[src/rtl/whack_pkg.sv]
// Shared constants, event encoding and saturating counter helpers for the
// whack detector.
package whack_pkg;

  localparam int N_HOLES = 18;
  localparam int SCORE_W = 14;
  localparam int COMBO_W = 7;
  localparam logic [SCORE_W-1:0] SCORE_MAX = 14'd9999;
  localparam logic [COMBO_W-1:0] COMBO_MAX = 7'd99;

  typedef enum logic [1:0] {
    EV_NONE = 2'd0,
    EV_HIT  = 2'd1,
    EV_MISS = 2'd2
  } whack_ev_t;

  function automatic logic [SCORE_W-1:0] score_inc(input logic [SCORE_W-1:0] v);
    return (v >= SCORE_MAX) ? v : v + SCORE_W'(1);
  endfunction

  function automatic logic [COMBO_W-1:0] combo_inc(input logic [COMBO_W-1:0] v);
    return (v >= COMBO_MAX) ? v : v + COMBO_W'(1);
  endfunction

endpackage

[src/rtl/whack_detector_switch_debouncer.sv]
// Switch front end: 2-FF synchroniser, ms/debounce tick counters and a
// two-sample agreement filter producing the clean switch levels.
module switch_debouncer #(
  parameter int CLKS_PER_MS = 50000,
  parameter int DEBOUNCE_MS = 10,
  parameter int N_HOLES     = whack_pkg::N_HOLES
) (
  input  logic               clk,
  input  logic               rst_n,
  input  logic [N_HOLES-1:0] sw,
  output logic [N_HOLES-1:0] sw_clean
);

  localparam int MS_W = (CLKS_PER_MS > 1) ? $clog2(CLKS_PER_MS) : 1;
  localparam int DB_W = (DEBOUNCE_MS > 1) ? $clog2(DEBOUNCE_MS) : 1;

  logic [N_HOLES-1:0] sync1_q, sync1_d, sync2_q, sync2_d;
  logic [N_HOLES-1:0] sample_q, sample_d, clean_q, clean_d, same_s;
  logic [MS_W-1:0]    ms_cnt_q, ms_cnt_d;
  logic [DB_W-1:0]    db_cnt_q, db_cnt_d;
  logic               ms_tick_s, db_tick_s;

  // Tick generation and the per-bit sample/compare update
  always_comb begin
    sync1_d   = sw;
    sync2_d   = sync1_q;
    ms_tick_s = (ms_cnt_q == MS_W'(CLKS_PER_MS - 1));
    db_tick_s = ms_tick_s && (db_cnt_q == DB_W'(DEBOUNCE_MS - 1));
    same_s    = ~(sync2_q ^ sample_q);

    if (ms_tick_s) begin
      ms_cnt_d = '0;
    end else begin
      ms_cnt_d = ms_cnt_q + MS_W'(1);
    end

    if (db_tick_s) begin
      db_cnt_d = '0;
    end else if (ms_tick_s) begin
      db_cnt_d = db_cnt_q + DB_W'(1);
    end else begin
      db_cnt_d = db_cnt_q;
    end

    // A bit only moves once two consecutive debounce samples agree
    if (db_tick_s) begin
      sample_d = sync2_q;
      clean_d  = (sync2_q & same_s) | (clean_q & ~same_s);
    end else begin
      sample_d = sample_q;
      clean_d  = clean_q;
    end
  end

  // State registers with synchronous active-low reset
  always_ff @(posedge clk) begin
    if (!rst_n) begin
      sync1_q  <= '0;
      sync2_q  <= '0;
      sample_q <= '0;
      clean_q  <= '0;
      ms_cnt_q <= '0;
      db_cnt_q <= '0;
    end else begin
      sync1_q  <= sync1_d;
      sync2_q  <= sync2_d;
      sample_q <= sample_d;
      clean_q  <= clean_d;
      ms_cnt_q <= ms_cnt_d;
      db_cnt_q <= db_cnt_d;
    end
  end

  assign sw_clean = clean_q;

endmodule

[src/rtl/whack_detector.sv]
// Turns debounced switch toggles into hit/miss events against the live mole
// mask, one event per cycle, and keeps the score and combo counters.
module whack_detector #(
  parameter int CLKS_PER_MS = 50000,
  parameter int DEBOUNCE_MS = 10,
  parameter int N_HOLES     = whack_pkg::N_HOLES
) (
  input  logic                          clk,
  input  logic                          rst_n,
  input  logic [N_HOLES-1:0]            sw,
  input  logic [N_HOLES-1:0]            mole_positions,
  input  logic                          mole_up_window,
  input  logic                          game_active,
  output logic [N_HOLES-1:0]            sw_clean,
  output logic                          hit_pulse,
  output logic                          miss_pulse,
  output logic [N_HOLES-1:0]            whacked_mask,
  output logic [whack_pkg::SCORE_W-1:0] score,
  output logic [whack_pkg::COMBO_W-1:0] combo_count
);

  import whack_pkg::*;

  localparam logic [N_HOLES-1:0] ONE_LSB = {{(N_HOLES-1){1'b0}}, 1'b1};

  logic [N_HOLES-1:0] sw_clean_s, toggle_s, served_s;
  logic [N_HOLES-1:0] clean_prev_q, clean_prev_d, pending_q, pending_d;
  logic [N_HOLES-1:0] mole_q, mole_d, whacked_q, whacked_d;
  logic               win_q, win_d, active_q, active_d;
  logic               hit_q, hit_d, miss_q, miss_d;
  logic [SCORE_W-1:0] score_q, score_d;
  logic [COMBO_W-1:0] combo_q, combo_d;
  logic               flush_s, start_s, live_s, fresh_s;
  whack_ev_t          ev_s;

  switch_debouncer #(
    .CLKS_PER_MS (CLKS_PER_MS),
    .DEBOUNCE_MS (DEBOUNCE_MS),
    .N_HOLES     (N_HOLES)
  ) u_debouncer (
    .clk      (clk),
    .rst_n    (rst_n),
    .sw       (sw),
    .sw_clean (sw_clean_s)
  );

  // Toggle detect, lowest-index priority pick and event classification
  always_comb begin
    toggle_s = sw_clean_s ^ clean_prev_q;
    served_s = pending_q & (~pending_q + ONE_LSB);
    flush_s  = (mole_positions != mole_q) || (win_q && !mole_up_window);
    start_s  = game_active && !active_q;
    live_s   = game_active && mole_up_window;
    fresh_s  = |(served_s & mole_positions & ~whacked_q);

    // A flush or a game start pre-empts serving in that cycle
    if (flush_s || start_s || !(|served_s)) begin
      ev_s = EV_NONE;
    end else if (!live_s) begin
      ev_s = EV_NONE;
    end else if (fresh_s) begin
      ev_s = EV_HIT;
    end else begin
      ev_s = EV_MISS;
    end
  end

  // Next-state for queue, mask, counters and strobes
  always_comb begin
    clean_prev_d = sw_clean_s;
    mole_d       = mole_positions;
    win_d        = mole_up_window;
    active_d     = game_active;
    hit_d        = (ev_s == EV_HIT);
    miss_d       = (ev_s == EV_MISS);
    whacked_d    = whacked_q;
    score_d      = score_q;
    combo_d      = combo_q;

    case (ev_s)
      EV_HIT: begin
        whacked_d = whacked_q | served_s;
        score_d   = score_inc(score_q);
        combo_d   = combo_inc(combo_q);
      end
      EV_MISS: begin
        combo_d = '0;
      end
      default: begin
        combo_d = combo_q;
      end
    endcase

    if (start_s) begin
      pending_d = '0;
      whacked_d = '0;
      score_d   = '0;
      combo_d   = '0;
    end else if (flush_s) begin
      pending_d = '0;
      whacked_d = '0;
    end else begin
      pending_d = (pending_q & ~served_s) | toggle_s;
    end
  end

  // State registers with synchronous active-low reset
  always_ff @(posedge clk) begin
    if (!rst_n) begin
      clean_prev_q <= '0;
      pending_q    <= '0;
      mole_q       <= '0;
      whacked_q    <= '0;
      win_q        <= 1'b0;
      active_q     <= 1'b0;
      hit_q        <= 1'b0;
      miss_q       <= 1'b0;
      score_q      <= '0;
      combo_q      <= '0;
    end else begin
      clean_prev_q <= clean_prev_d;
      pending_q    <= pending_d;
      mole_q       <= mole_d;
      whacked_q    <= whacked_d;
      win_q        <= win_d;
      active_q     <= active_d;
      hit_q        <= hit_d;
      miss_q       <= miss_d;
      score_q      <= score_d;
      combo_q      <= combo_d;
    end
  end

  assign sw_clean     = sw_clean_s;
  assign hit_pulse    = hit_q;
  assign miss_pulse   = miss_q;
  assign whacked_mask = whacked_q;
  assign score        = score_q;
  assign combo_count  = combo_q;

endmodule

[config.mk]
export PLATFORM = sky130hd
export DESIGN_NAME = whack_detector
export DESIGN_NICKNAME = d
export VERILOG_FILES = /design/src/rtl/whack_pkg.sv /design/src/rtl/whack_detector_switch_debouncer.sv /design/src/rtl/whack_detector.sv
export SDC_FILE = /design/constraint.sdc
export NUM_CORES = 1
export LEC_CHECK = 0
export BUFFER_PORTS_ARGS = -buffer_cell sky130_fd_sc_hd__buf_2
export CORE_MARGIN = 10
export CORE_UTILIZATION = 52
export CTS_CLUSTER_DIAMETER = 60
export DETAILED_ROUTE_END_ITERATION = 16
export HOLD_SLACK_MARGIN = 0.1
export PLACE_DENSITY = 0.76
export SLEW_MARGIN = 10
export SYNTH_ARGS = -nofsm -noshare
export SYNTH_HDL_FRONTEND = slang
export SYNTH_HIERARCHICAL = 1
export SYNTH_SLANG_ARGS = --single-unit
[constraint.sdc]
create_clock -name clk -period 2.3 [get_ports clk]
set_input_delay 0.23 -clock clk [delete_from_list [all_inputs] [get_ports clk]]
set_output_delay 0.23 -clock clk [all_outputs]
set_load 0.01 [all_outputs]
* Word level (Yosys, flattened, before mapping)
Cells that the tools add are included.
** Word-level totals
- Register bits :: 189
- Bits in latches :: 0
- RAM bits :: 0
- Memory bits (read-only) :: 0
- Memories kept :: 0
** Cells by class
- Add/sub/neg operators :: 5
- Multipliers :: 0
- Div/mod/pow operators :: 0
- $lt $le $gt $ge :: 2
- Equality and inequality tests :: 6
- Shift operators :: 0
- Mux-type cells :: 5
- Bitwise logic cells :: 18
- Reduce and logical (&&, ||, !) cells :: 19
** Operators by type and width (number)
- AND 18 bit :: 6
- inverter 18 bit :: 5
- bitwise OR 18 bit :: 3
- OR reduction 18 bit :: 2
- bitwise XOR 18 bit :: 2
- adder 18 x 1 -> 18 bit (second input constant) :: 1
- inequality test 18 bit :: 1
- adder 16 x 1 -> 16 bit (second input constant) :: 1
- equality test 16 bit (second input constant) :: 1
- adder 14 x 1 -> 14 bit (second input constant) :: 1
- >= comparator 14 bit (second input constant) :: 1
- case mux 7 bit (2 select lines) :: 1
- adder 7 x 1 -> 7 bit (second input constant) :: 1
- >= comparator 7 bit (second input constant) :: 1
- two-way mux 7 bit :: 1
- two-way mux 2 bit :: 3
- OR reduction 2 bit :: 3
- adder 4 x 1 -> 4 bit (second input constant) :: 1
- equality test 4 bit (second input constant) :: 1
- logical AND 1 bit :: 4
- AND reduction 2 bit :: 2
- zero test 1 bit :: 3
- logical OR 1 bit :: 3
- OR reduction 3 bit :: 1
- 5 further kinds :: 6

* Longest topological paths before layout
Gate-level depths: netlist of the first run.
- Word-level depth :: 12
- Gate-level depth with buffers :: 10
- Gate-level depth less buffers :: 8

* Hierarchy
Netlist of the first run, hierarchy kept.
** By module, submodules not included
- whack_detector :: instances 1, cells an instance 442, area each 4155.2 um^2, sequential area each 1941.9 um^2
- switch_debouncer :: instances 1, cells an instance 362, area each 3400.8 um^2, sequential area each 1841.8 um^2

* Least setup slack after synthesis of the first run
OpenSTA, ideal clock, no wires.
- Kind :: reg-to-reg
- Start point :: register pending_q[0]
- End point :: register whacked_q[12], in the netlist whacked_mask[12]
- Setup time :: 0.060 ns
- Arrival :: 2.377 ns
- Required time :: 2.240 ns
- Setup slack :: -0.138 ns
- Stages on the path, launching flop included :: 11
- Period minus slack after synthesis :: 2.438 ns
- Path through :: dfxtp_1 -> buf_6 -> nor4_4 -> nand3_2 -> or3_4 -> a21o_1 -> and4b_4 -> buf_6 -> nor3_4 -> buf_6 -> a32o_2
** Between the ends
- Word-level cells in the longest chain between the ends :: 10
- Elaborated cells on any way between the ends :: 14
** Ends and longest elaborated chain
- start: declaration :: line whack_detector.sv:27 : logic [N_HOLES-1:0] clean_prev_q, clean_prev_d, pending_q, pending_d;
- start signal: assignment :: line whack_detector.sv:122 : pending_q <= pending_d;
- inverter 18 bit :: line whack_detector.sv:50 : served_s = pending_q & (~pending_q + ONE_LSB);
- adder 18 x 1 -> 18 bit :: line whack_detector.sv:50
- AND 18 bit * :: line whack_detector.sv:50
- AND 18 bit (2 in series) :: line whack_detector.sv:54 : fresh_s = |(served_s & mole_positions & ~whacked_q);
- OR reduction 18 bit :: line whack_detector.sv:54
- two-way mux 2 bit :: line whack_detector.sv:61 : end else if (fresh_s) begin
- two-way mux 2 bit :: line whack_detector.sv:59 : end else if (!live_s) begin
- two-way mux 2 bit :: line whack_detector.sv:57 : if (flush_s || start_s || !(|served_s)) begin
- equality test 2 x 1 -> 1 bit :: line whack_detector.sv:80 : case (ev_s)
- end signal: assignment :: line whack_detector.sv:124 : whacked_q <= whacked_d;
- end: declaration :: line whack_detector.sv:28 : logic [N_HOLES-1:0] mole_q, mole_d, whacked_q, whacked_d;
Every way passes the cells marked *; elsewhere a longest branch is shown, timed or not.
A chain may end at the register's enable or synchronous reset.

* Final worst setup path of the first run
- Start point :: register mole_q[16]
- End point :: register score_q[3], in the netlist score[3]
** Between the ends
- Word-level cells in the longest chain between the ends :: 7
** Ends and longest elaborated chain
- start: declaration :: line whack_detector.sv:28
- start signal: assignment :: line whack_detector.sv:123 : mole_q <= mole_d;
- inequality test 18 bit :: line whack_detector.sv:51 : flush_s = (mole_positions != mole_q) || (win_q && !mole_up_window);
- logical OR 1 bit :: line whack_detector.sv:51
- logical OR 1 bit (2 in series) :: line whack_detector.sv:57
- two-way mux 2 bit :: line whack_detector.sv:57
- equality test 2 x 1 -> 1 bit :: line whack_detector.sv:80
- AND reduction 2 bit (no line)
- end signal: assignment :: line whack_detector.sv:129 : score_q <= score_d;
- end: declaration :: line whack_detector.sv:31 : logic [SCORE_W-1:0] score_q, score_d;
No other way between the ends.

==> results.tsv, run 1 <==
stage	metric	value	unit
run_status	status	complete, but fails checks	
run_status	violations	negative setup slack	
detailed_routing	drt_iter0_drc	493	
grt	antenna_found_initial	0	
logic_synthesis	ys_types	62	
floorplan	die_h	141	um
min_path	holdPathStages	3	
clock_tree	clk_latency	0.42	ns
clock_tree	numCtsBuffers	17	
place	place_congestion	0.882	
logic_synthesis	synth_top_family_by_area	simple AND/OR/NAND/NOR gates	
logic_synthesis	ys_seq_elements	189	
timing	finalCriticalPeriod	2.38	ns
worst_setup_path	r2r-end	score[3]	
min_path	hp-class	primary input to flop	
logic_synthesis	ys_warn_count	6	
finish	final_common_cell	dfxtp_1	
worst_setup_path	critPathLaunchType	flop	
grt	grt_pass1_vias	6189	
place	port_buffers	98	
floorplan	die_w	141	um
clock_tree	htree_levels	4	
logic_synthesis	synth_mux_area_frac	0.00132	
worst_setup_path	worst-path-buf-inv	3	
worst_setup_path	cpMaxStageDelayCell	or4_1	
timing	finClkSkew	0.00606	ns
detailed_routing	via_count	6511	
detailed_routing	wl	18400	um
timing	finalSetupViolCount	12	
worst_setup_path	critPathRequiredTime	2.67	ns
logic_synthesis	synthAdderAreaFrac	0.00828	
clock_tree	path_clk_slew	0.07	ns
worst_setup_path	worstPathCellList	xor2_1 -> nor4_1 -> buf_4 -> nand4_1 -> buf_4 -> nor4bb_4 -> buf_4 -> nand3_2 -> or4_1 -> nand2_1	
place	pre_cts_ws	-0.161	ns
timing	max_freq	0.420	GHz
worst_setup_path	crit_fanout	5	
floorplan	rows	43	
detailed_routing	vias_per_cell	5.57	
logic_synthesis	syn_area	7560	sq um
logic_synthesis	synthCells	804	
power	leakagePower	3.90	nW
detailed_routing	first_pass_iters	5	
logic_synthesis	yosys.area_share.simple	0.237	
worst_setup_path	r2r_slack	-0.08	ns
clock_tree	cts_tree	built	
logic_synthesis	synth_compound_area_frac	0.153	
logic_synthesis	synth-edff-count	0	
power	p_total	6.35	mW
timing	fin_tns_setup	-0.338	ns
worst_setup_path	r2r_cells	10	
finish	drive_gt1_frac	0.237	
worst_setup_path	r2r-start	mole_q[16]	
worst_setup_path	cp_slowest_stage_delay	0.47	ns
clock_tree	cts.path.max_buffers	2	
logic_synthesis	synth_top_flop_cell	dfxtp_1	
detailed_routing	avgRoutedWirePerCell	15.7	um
timing	worst_pin_slew	0.703	ns
min_path	hold-path-endpoint	mole_q[2]	
worst_setup_path	cp-end-kind	flop	
grt	grt_pass1_wl	30400	um
floorplan	initial_utilization	0.538	
grt	grt_usage	0.182	
floorplan	die_area	19800	sq um
floorplan	io_pins	99	
place	dp.cells	1108	
finish	areaGrowthSynthToFinish	26.4	%
logic_synthesis	async_flop_share	0	
timing	rsz0062_at_grt	true	
finish	fin_nets	1021	
grt	grt_util_met2	0.291	
worst_setup_path	worstSetupPathType	flop to flop	
timing	post-route-period-util	1.04	
finish	mostFrequentLayoutCells	188 x dfxtp_1, 98 x buf_2, 78 x and2_1, 68 x buf_4, 62 x o21ai_0	
place	dp_hpwl	12400	um
power	power.density	665	nW/um^2
floorplan	core	14000	sq um
clock_tree	cts_root_buffer	clkbuf_16	
timing	max_slew_margin	0.528	
grt	grt_remaining_overflow	0	
power	vdd_drop_max	534	uV
grt	grt-busiest-layer	met2	
worst_setup_path	cpMostUsedCell	buf_4	
worst_setup_path	cp_data_arrival_time	2.75	ns
finish	utilization	0.680	
grt	met3_usage	0.0507	
finish	final_cells	1169	
finish	antenna_cells	0	
detailed_routing	antenna_left	0	
grt	use_met1	0.234	
timing	layout_setup_ws	-0.0816	ns
detailed_routing	drc_errors	0	
logic_synthesis	ys_seq_area_frac	0.501	
clock_tree	clkSinkCount	189	
timing	slew_viol_final	0	
logic_synthesis	syn_avg_cell_area	9.40	sq um
grt	grt_max_degree	39	
logic_synthesis	synth_xor_area_frac	0.0614	
flow_run	maxCapViolCount	0	
worst_setup_path	crit_family	simple AND/OR/NAND/NOR gates	
min_path	hp-start	mole_positions[2]	
logic_synthesis	synthesis.nets	849	
timing	finalHoldViolCount	0	
how the worst max path moves through the flow:
stage / from / endpoint / slack [ns] / depth (start not counted)
after detailed placement: mole_positions[9] / score[12] / -0.16 / 11
after CTS: mole_q[16] / score[12] / -0.04 / 11
after global routing: mole_q[16] / score[3] / -0.24 / 10
after floorplan: pending_q[1] / whacked_mask[12] / -0.13 / 10
after global placement: mole_positions[16] / score[3] / -0.07 / 11
final: mole_q[16] / score[3] / -0.08 / 10
area by class of cell:
class	instances	area, sq um
clock buffer	23	478
multi-input combinational	558	3630
inverter	17	63.8
sequential	189	3780
tap	180	225
timing repair buffer	193	1280
fill	1102	4490
clock inverter	9	86.3
worst min-delay path, cell delays in order:
cell and delay (ns):
buf_2 0.10, buf_4 0.10, and2_1 0.10
flip-flops by register name, summed over array words and instances (netlist names), named ones only:
signal / flops
active_q: 1
clean_prev_q: 18
combo_count: 7
hit_pulse: 1
miss_pulse: 1
mole_q: 18
pending_q: 18
score: 14
u_debouncer/db_cnt_q: 4
u_debouncer/ms_cnt_q: 16
u_debouncer/sample_q: 18
u_debouncer/sync1_q: 18
u_debouncer/sync2_q: 18
whacked_mask: 18
win_q: 1
power breakdown:
group / internal, mW / total, mW / leakage, nW / switching [mW]
combinational: 0.118 / 0.226 / 2.09 / 0.107
clock: 1.58 / 2.77 / 0.274 / 1.19
sequential: 3.33 / 3.35 / 1.54 / 0.0255
total: 5.02 / 6.35 / 3.90 / 1.33
layer usage:
metal | wire, um | vias to the layer above
met4 | 205 | 0
met2 | 8570 | 185
met3 | 1200 | 17
li1 | - | 3240
met1 | 8400 | 3069
met5 | 0 | -
logic make-up after synthesis:
group	count (synthesis)
DFF	189
adders and majority gates	5
xor gates and xnor gates	53
muxes	1
buffers and inverters	59
AOI/OAI and AO/OA	191
and+or+nand+nor	306
metrics by stage:
| step | hold WS, ns | cell area, sq um |
|---|---|---|
| finish | 0.134 | 9550 |
| global route | 0.134 | 9550 |
| CTS | 0.124 | 9480 |
| detailed placement | 0.419 | 8600 |
| global placement | 0.413 | 8600 |
| floorplan | 0.352 | 7580 |
cells in the mapped netlist (all sizes together) (2+ instances only):
master,count,share of area
ha,5,0.0083
and4b,2,0.0031
a21boi,2,0.0020
o31ai,5,0.0050
and2,78,0.065
nand2,25,0.012
nor2b,2,0.0017
nand2b,3,0.0025
nor4,12,0.015
a21oi,50,0.033
a31oi,22,0.018
nor3,23,0.017
clkbuf,29,0.014
or3,15,0.013
dfxtp,189,0.50
a22o,2,0.0023
xor2,27,0.031
nor4b,2,0.0023
o2111ai,2,0.0023
nor2,42,0.021
nand3b,4,0.0040
nand3,38,0.026
a32o,16,0.022
or4,6,0.0060
buf,13,0.015
o21a,5,0.0050
nand4,34,0.030
o21ai,77,0.051
xnor2,26,0.030
and3b,3,0.0035
inv,17,0.0084
and3,10,0.0083
what timing repair did:
item                                    in CTS  in global routing
setup buffers                                1                  0
gates cloned                                 3                  0
hold buffers                                25                  0
hold endpoints to repair                    25                  0
pin swaps                                    7                  6
resized for setup                            8                 17
endpoints found under the setup margin      15                 38
Power figures use the tool's default switching activity.
==> run 2: changes to the inputs <==
--- a/config.mk
+++ b/config.mk
@@ -7,11 +7,12 @@
 export LEC_CHECK = 0
 export BUFFER_PORTS_ARGS = -buffer_cell sky130_fd_sc_hd__buf_2
 export CORE_MARGIN = 10
-export CORE_UTILIZATION = 52
+export CORE_UTILIZATION = 54
+export CTS_BUF_LIST = sky130_fd_sc_hd__clkbuf_4 sky130_fd_sc_hd__clkbuf_8
 export CTS_CLUSTER_DIAMETER = 60
 export DETAILED_ROUTE_END_ITERATION = 16
 export HOLD_SLACK_MARGIN = 0.1
-export PLACE_DENSITY = 0.76
+export PLACE_DENSITY = 0.78
 export SLEW_MARGIN = 10
 export SYNTH_ARGS = -nofsm -noshare
 export SYNTH_HDL_FRONTEND = slang
==> results.tsv, run 2 (synthesis results as in run 1) <==
stage	metric	value	unit
power	pwr-share-seq	0.565	
worst_setup_path	worstSetupPathType	flop to flop	
finish	fin_nets	1029	
timing	finalCriticalPeriod	2.48	ns
power	vdd_drop_max	485	uV
worst_setup_path	cp_data_arrival_time	2.89	ns
timing	layout_setup_ws	-0.175	ns
clock_tree	cts_root_buffer	clkbuf_8	
grt	grt_usage	0.189	
timing	max_freq	0.404	GHz
grt	grt_max_degree	54	
timing	post-route-period-util	1.08	
floorplan	die_w	138	um
grt	antenna_found_initial	0	
place	place_congestion	0.838	
clock_tree	cts.path.max_buffers	2	
worst_setup_path	cp-end-kind	flop	
worst_setup_path	crit_family	simple AND/OR/NAND/NOR gates	
floorplan	die_area	19100	sq um
grt	grt_pass1_wl	30700	um
power	internal_power	4.61	mW
timing	finClkSkew	0.0106	ns
finish	mostFrequentLayoutCells	185 x dfxtp_1, 97 x buf_2, 78 x and2_1, 63 x o21ai_0, 63 x buf_4	
worst_setup_path	cp_slowest_stage_delay	0.54	ns
clock_tree	numCtsBuffers	17	
timing	max_slew_margin	0.543	
timing	worst_pin_slew	0.681	ns
finish	antenna_cells	0	
floorplan	initial_utilization	0.549	
worst_setup_path	cpMaxStageDelayCell	or4_1	
power	leakagePower	3.93	nW
min_path	hp-class	primary input to flop	
floorplan	die_h	138	um
place	port_buffers	98	
clock_tree	htree_levels	4	
power	combPwrFrac	0.044	
finish	drive_gt1_frac	0.254	
run_status	violations	negative setup slack	
worst_setup_path	crit_fanout	3	
detailed_routing	wl	19300	um
power	power.density	616	nW/um^2
detailed_routing	antenna_left	0	
power	p_clk_frac	0.390	
detailed_routing	drt_iter0_drc	609	
worst_setup_path	critPathRequiredTime	2.72	ns
detailed_routing	first_pass_iters	5	
floorplan	io_pins	99	
place	dp_hpwl	12300	um
clock_tree	path_clk_slew	0.09	ns
detailed_routing	vias_per_cell	5.64	
timing	finalHoldViolCount	0	
floorplan	core	13800	sq um
worst_setup_path	worstPathCellList	xor2_2 -> a2111oi_2 -> nand4_1 -> buf_6 -> nor4bb_4 -> buf_4 -> nand3_2 -> or4_1 -> nand2_1	
timing	finalSetupViolCount	12	
timing	rsz0062_at_grt	true	
grt	grt_pass1_vias	6247	
flow_run	maxCapViolCount	0	
worst_setup_path	critPathLaunchType	flop	
power	p_sw	1.31	mW
detailed_routing	avgRoutedWirePerCell	16.4	um
finish	areaGrowthSynthToFinish	27.4	%
place	pre_cts_ws	-0.266	ns
clock_tree	clkSinkCount	189	
timing	slew_viol_final	0	
power	p_total	5.93	mW
worst_setup_path	worst-path-buf-inv	2	
run_status	status	complete, but fails checks	
power	swShare	0.222	
clock_tree	cts_tree	built	
grt	grt_remaining_overflow	0	
finish	final_common_cell	dfxtp_1	
floorplan	rows	43	
detailed_routing	drc_errors	0	
clock_tree	clk_latency	0.48	ns
detailed_routing	via_count	6636	
[run 2: cell types whose count changed in the layout (fill, tap and decap cells not counted), sizes merged, moves of 2 or more]
cell and change:
dlygate4sd3 +10, buf -4, clkbuf -3, bufinv +2
dlymetal6s4s +2, inv +2
[run 2: final timing paths]
check	from	endpoint	slack (ns)	depth (start not counted)
worst max-delay path	mole_q[0]	score[3]	-0.18	9
worst min register to register	u_debouncer/sync1_q[13]	u_debouncer/sync2_q[13]	0.44	1
worst max register to register	mole_q[0]	score[3]	-0.18	9
worst min-delay path	mole_positions[16]	mole_q[16]	0.17	3
[run 2: final cells by class]
class,count,area [sq um]
fillers,1056,4150
flip-flops and latches,189,3790
multi-input cells,558,3730
repair buffers,201,1390
clock buffers,20,269
well taps,180,225
clock inverters,12,159
inverters,17,63.8
[run 2: worst register-to-register path: stages (launching register included)]
cell       delay [ns]
dfxtp_2          0.34
xor2_2           0.16
a2111oi_2        0.41
nand4_1          0.16
buf_6            0.17
nor4bb_4         0.32
buf_4            0.18
nand3_2          0.08
or4_1            0.54
nand2_1          0.08
[run 2: what timing repair did]
item                                    CTS  global route
endpoints found under the hold margin    37             0
pin swaps                                10            17
buffers inserted                          3             3
gates cloned                              2             0
endpoints found under the setup margin   31            57
resized for setup                        13            36
hold buffers                             37             0
[run 2: power by group through the flow]
stage               sequential [mW]  combinational [mW]  clock [mW]
detailed placement             3.43               0.187           0
CTS                            3.35               0.241        2.36
global placement               3.42               0.183           0
finish                         3.35               0.262        2.31
floorplan                      3.42              0.0946           0
global route                   3.36               0.287        2.48
[run 2: layer usage]
metal,track usage,vias to the layer above,part of all wire
met3,0.0527,29,0.056
met2,0.310,186,0.49
met5,0,-,0
met4,0.0716,0,0.022
li1,-,3251,-
met1,0.231,3170,0.43
[run 2: metrics by stage]
| stage | TNS [ns] | hold slack [ns] | instances | utilization | area [sq um] |
|---|---|---|---|---|---|
| 3_3_place_gp | -1.11 | 0.416 | 1102 | 0.621 | 8550 |
| 2_1_floorplan | -1.75 | 0.352 | 804 | - | 7580 |
| 6_report | -0.875 | 0.172 | 1177 | 0.699 | 9620 |
| 5_1_grt | -4.69 | 0.154 | 1177 | 0.699 | 9620 |
| 4_1_cts | -0.182 | 0.106 | 1176 | 0.686 | 9450 |
| 3_5_place_dp | -3.54 | 0.417 | 1102 | 0.621 | 8550 |
==> run 3: changes to the inputs <==
--- a/config.mk
+++ b/config.mk
@@ -12,7 +12,7 @@
 export CTS_CLUSTER_DIAMETER = 60
 export DETAILED_ROUTE_END_ITERATION = 16
 export HOLD_SLACK_MARGIN = 0.1
-export PLACE_DENSITY = 0.78
+export PLACE_DENSITY = 0.74
 export SLEW_MARGIN = 10
 export SYNTH_ARGS = -nofsm -noshare
 export SYNTH_HDL_FRONTEND = slang
==> results.tsv, run 3 (synthesis results as in run 1) <==
stage	metric	value	unit
run_status	status	complete, but fails checks	
run_status	violations	negative setup slack	
timing	finalSetupViolCount	6	
timing	rsz0062_at_grt	true	
power	leakagePower	3.89	nW
grt	antenna_found_initial	0	
floorplan	die_h	138	um
detailed_routing	first_pass_iters	5	
worst_setup_path	cp-end-kind	flop	
power	swShare	0.213	
place	port_buffers	98	
worst_setup_path	critPathLaunchType	flop	
power	vdd_drop_max	448	uV
finish	drive_gt1_frac	0.250	
power	p_sw	1.25	mW
clock_tree	numCtsBuffers	17	
power	combPwrFrac	0.042	
floorplan	io_pins	99	
finish	fin_nets	1029	
worst_setup_path	worstSetupPathType	flop to flop	
clock_tree	path_clk_slew	0.09	ns
place	dp_hpwl	12500	um
place	place_congestion	0.869	
clock_tree	clk_latency	0.45	ns
place	place_area	8560	sq um
clock_tree	clkSinkCount	189	
clock_tree	cts_root_buffer	clkbuf_8	
timing	finClkSkew	0.0114	ns
floorplan	rows	43	
detailed_routing	drt_iter0_drc	558	
timing	finalCriticalPeriod	2.36	ns
finish	fin_area	9580	sq um
worst_setup_path	worstPathCellList	nor4_4 -> nand3_4 -> or3_4 -> a21o_4 -> and4b_2 -> or3_4 -> a21oi_2	
finish	mostFrequentLayoutCells	183 x dfxtp_1, 98 x buf_2, 78 x and2_1, 60 x buf_4, 59 x o21ai_0	
detailed_routing	avgRoutedWirePerCell	16.2	um
worst_setup_path	cp_slowest_stage_delay	0.41	ns
detailed_routing	vias_per_cell	5.60	
worst_setup_path	cp_data_arrival_time	2.75	ns
floorplan	die_area	19100	sq um
timing	layout_setup_ws	-0.0608	ns
place	dp.cells	1100	
power	internal_power	4.60	mW
finish	antenna_cells	0	
timing	max_slew_margin	0.547	
floorplan	initial_utilization	0.549	
place	pre_cts_ws	-0.170	ns
grt	grt_remaining_overflow	0	
worst_setup_path	cpMostUsedCell	or3_4	
flow_run	maxCapViolCount	0	
clock_tree	cts_tree	built	
finish	final_cells	1176	
detailed_routing	antenna_left	0	
worst_setup_path	critPathRequiredTime	2.69	ns
power	pwr-share-seq	0.572	
finish	final_common_cell	dfxtp_1	
grt	grt_usage	0.191	
detailed_routing	via_count	6581	
clock_tree	htree_levels	4	
grt	grt_pass1_vias	6366	
min_path	hp-class	primary input to flop	
worst_setup_path	cpMaxStageDelayCell	or3_4	
detailed_routing	wl	19000	um
timing	post-route-period-util	1.03	
floorplan	core	13800	sq um
timing	max_freq	0.424	GHz
worst_setup_path	crit_fanout	6	
clock_tree	cts.path.max_buffers	2	
power	power.density	611	nW/um^2
power	p_clk_frac	0.386	
floorplan	die_w	138	um
detailed_routing	drc_errors	0	
grt	grt_max_degree	44	
timing	slew_viol_final	0	
finish	areaGrowthSynthToFinish	26.8	%
timing	finalHoldViolCount	0	
grt	grt_pass1_wl	31400	um
timing	worst_pin_slew	0.675	ns
-- run 3: final timing paths --
check                          from                endpoint  slack (ns)  depth (start not counted)
max reg2reg            pending_q[1]               score[11]       -0.06                          7
min reg2reg  u_debouncer/sync1_q[8]  u_debouncer/sync2_q[8]        0.44                          1
min              mole_positions[16]              mole_q[16]        0.13                          3
max                    pending_q[1]               score[11]       -0.06                          7
-- run 3: area by class of cell --
class                   instances  area (sq um)
repair buffers                201          1410
clock buffers                  21           277
clock inverters                10           138
inverters                      17          63.8
fillers                      1085          4190
well taps                     180           225
multi-input cells             558          3680
flip-flops and latches        189          3790
-- run 3: critical path, delay by kind of cell, from the launching register on --
kind            cells  cell delay [ns]
flops               1             0.34
simple gates        5             1.60
compound gates      2             0.35
-- run 3: metal layers --
metal / wire length [um] / GRT usage / vias to the layer above
met5: 0 / 0 / -
met4: 279 / 0.0605 / 0
met3: 1010 / 0.0445 / 24
met2: 9120 / 0.310 / 178
met1: 8590 / 0.245 / 3132
li1: - / - / 3247
-- run 3: power groups by stage --
stage	Sequential [mW]	Clock, mW	Combinational, mW
finish	3.35	2.26	0.245
global route	3.35	2.45	0.268
CTS	3.35	2.30	0.236
detailed placement	3.42	0	0.185
global placement	3.42	0	0.181
floorplan	3.42	0	0.0946
-- run 3: timing repair --
action / 4_1_cts / 5_1_grt
setup endpoints to repair: 27 / 44
resized for setup: 12 / 34
hold endpoints to repair: 36 / 0
cloned: 2 / 0
hold buffers: 36 / 0
pin swaps: 2 / 24
setup buffers: 1 / 6
-- run 3: metrics by stage --
step	hold slack (ns)	TNS, ns	utilization	power, mW
final	0.132	-0.184	0.696	5.85
after global routing	0.111	-3.00	0.696	6.07
after CTS	0.106	-0.00932	0.684	5.89
after detailed placement	0.418	-2.33	0.622	3.61
after global placement	0.413	-0.484	0.622	3.60
after floorplan	0.352	-1.75	-	3.51
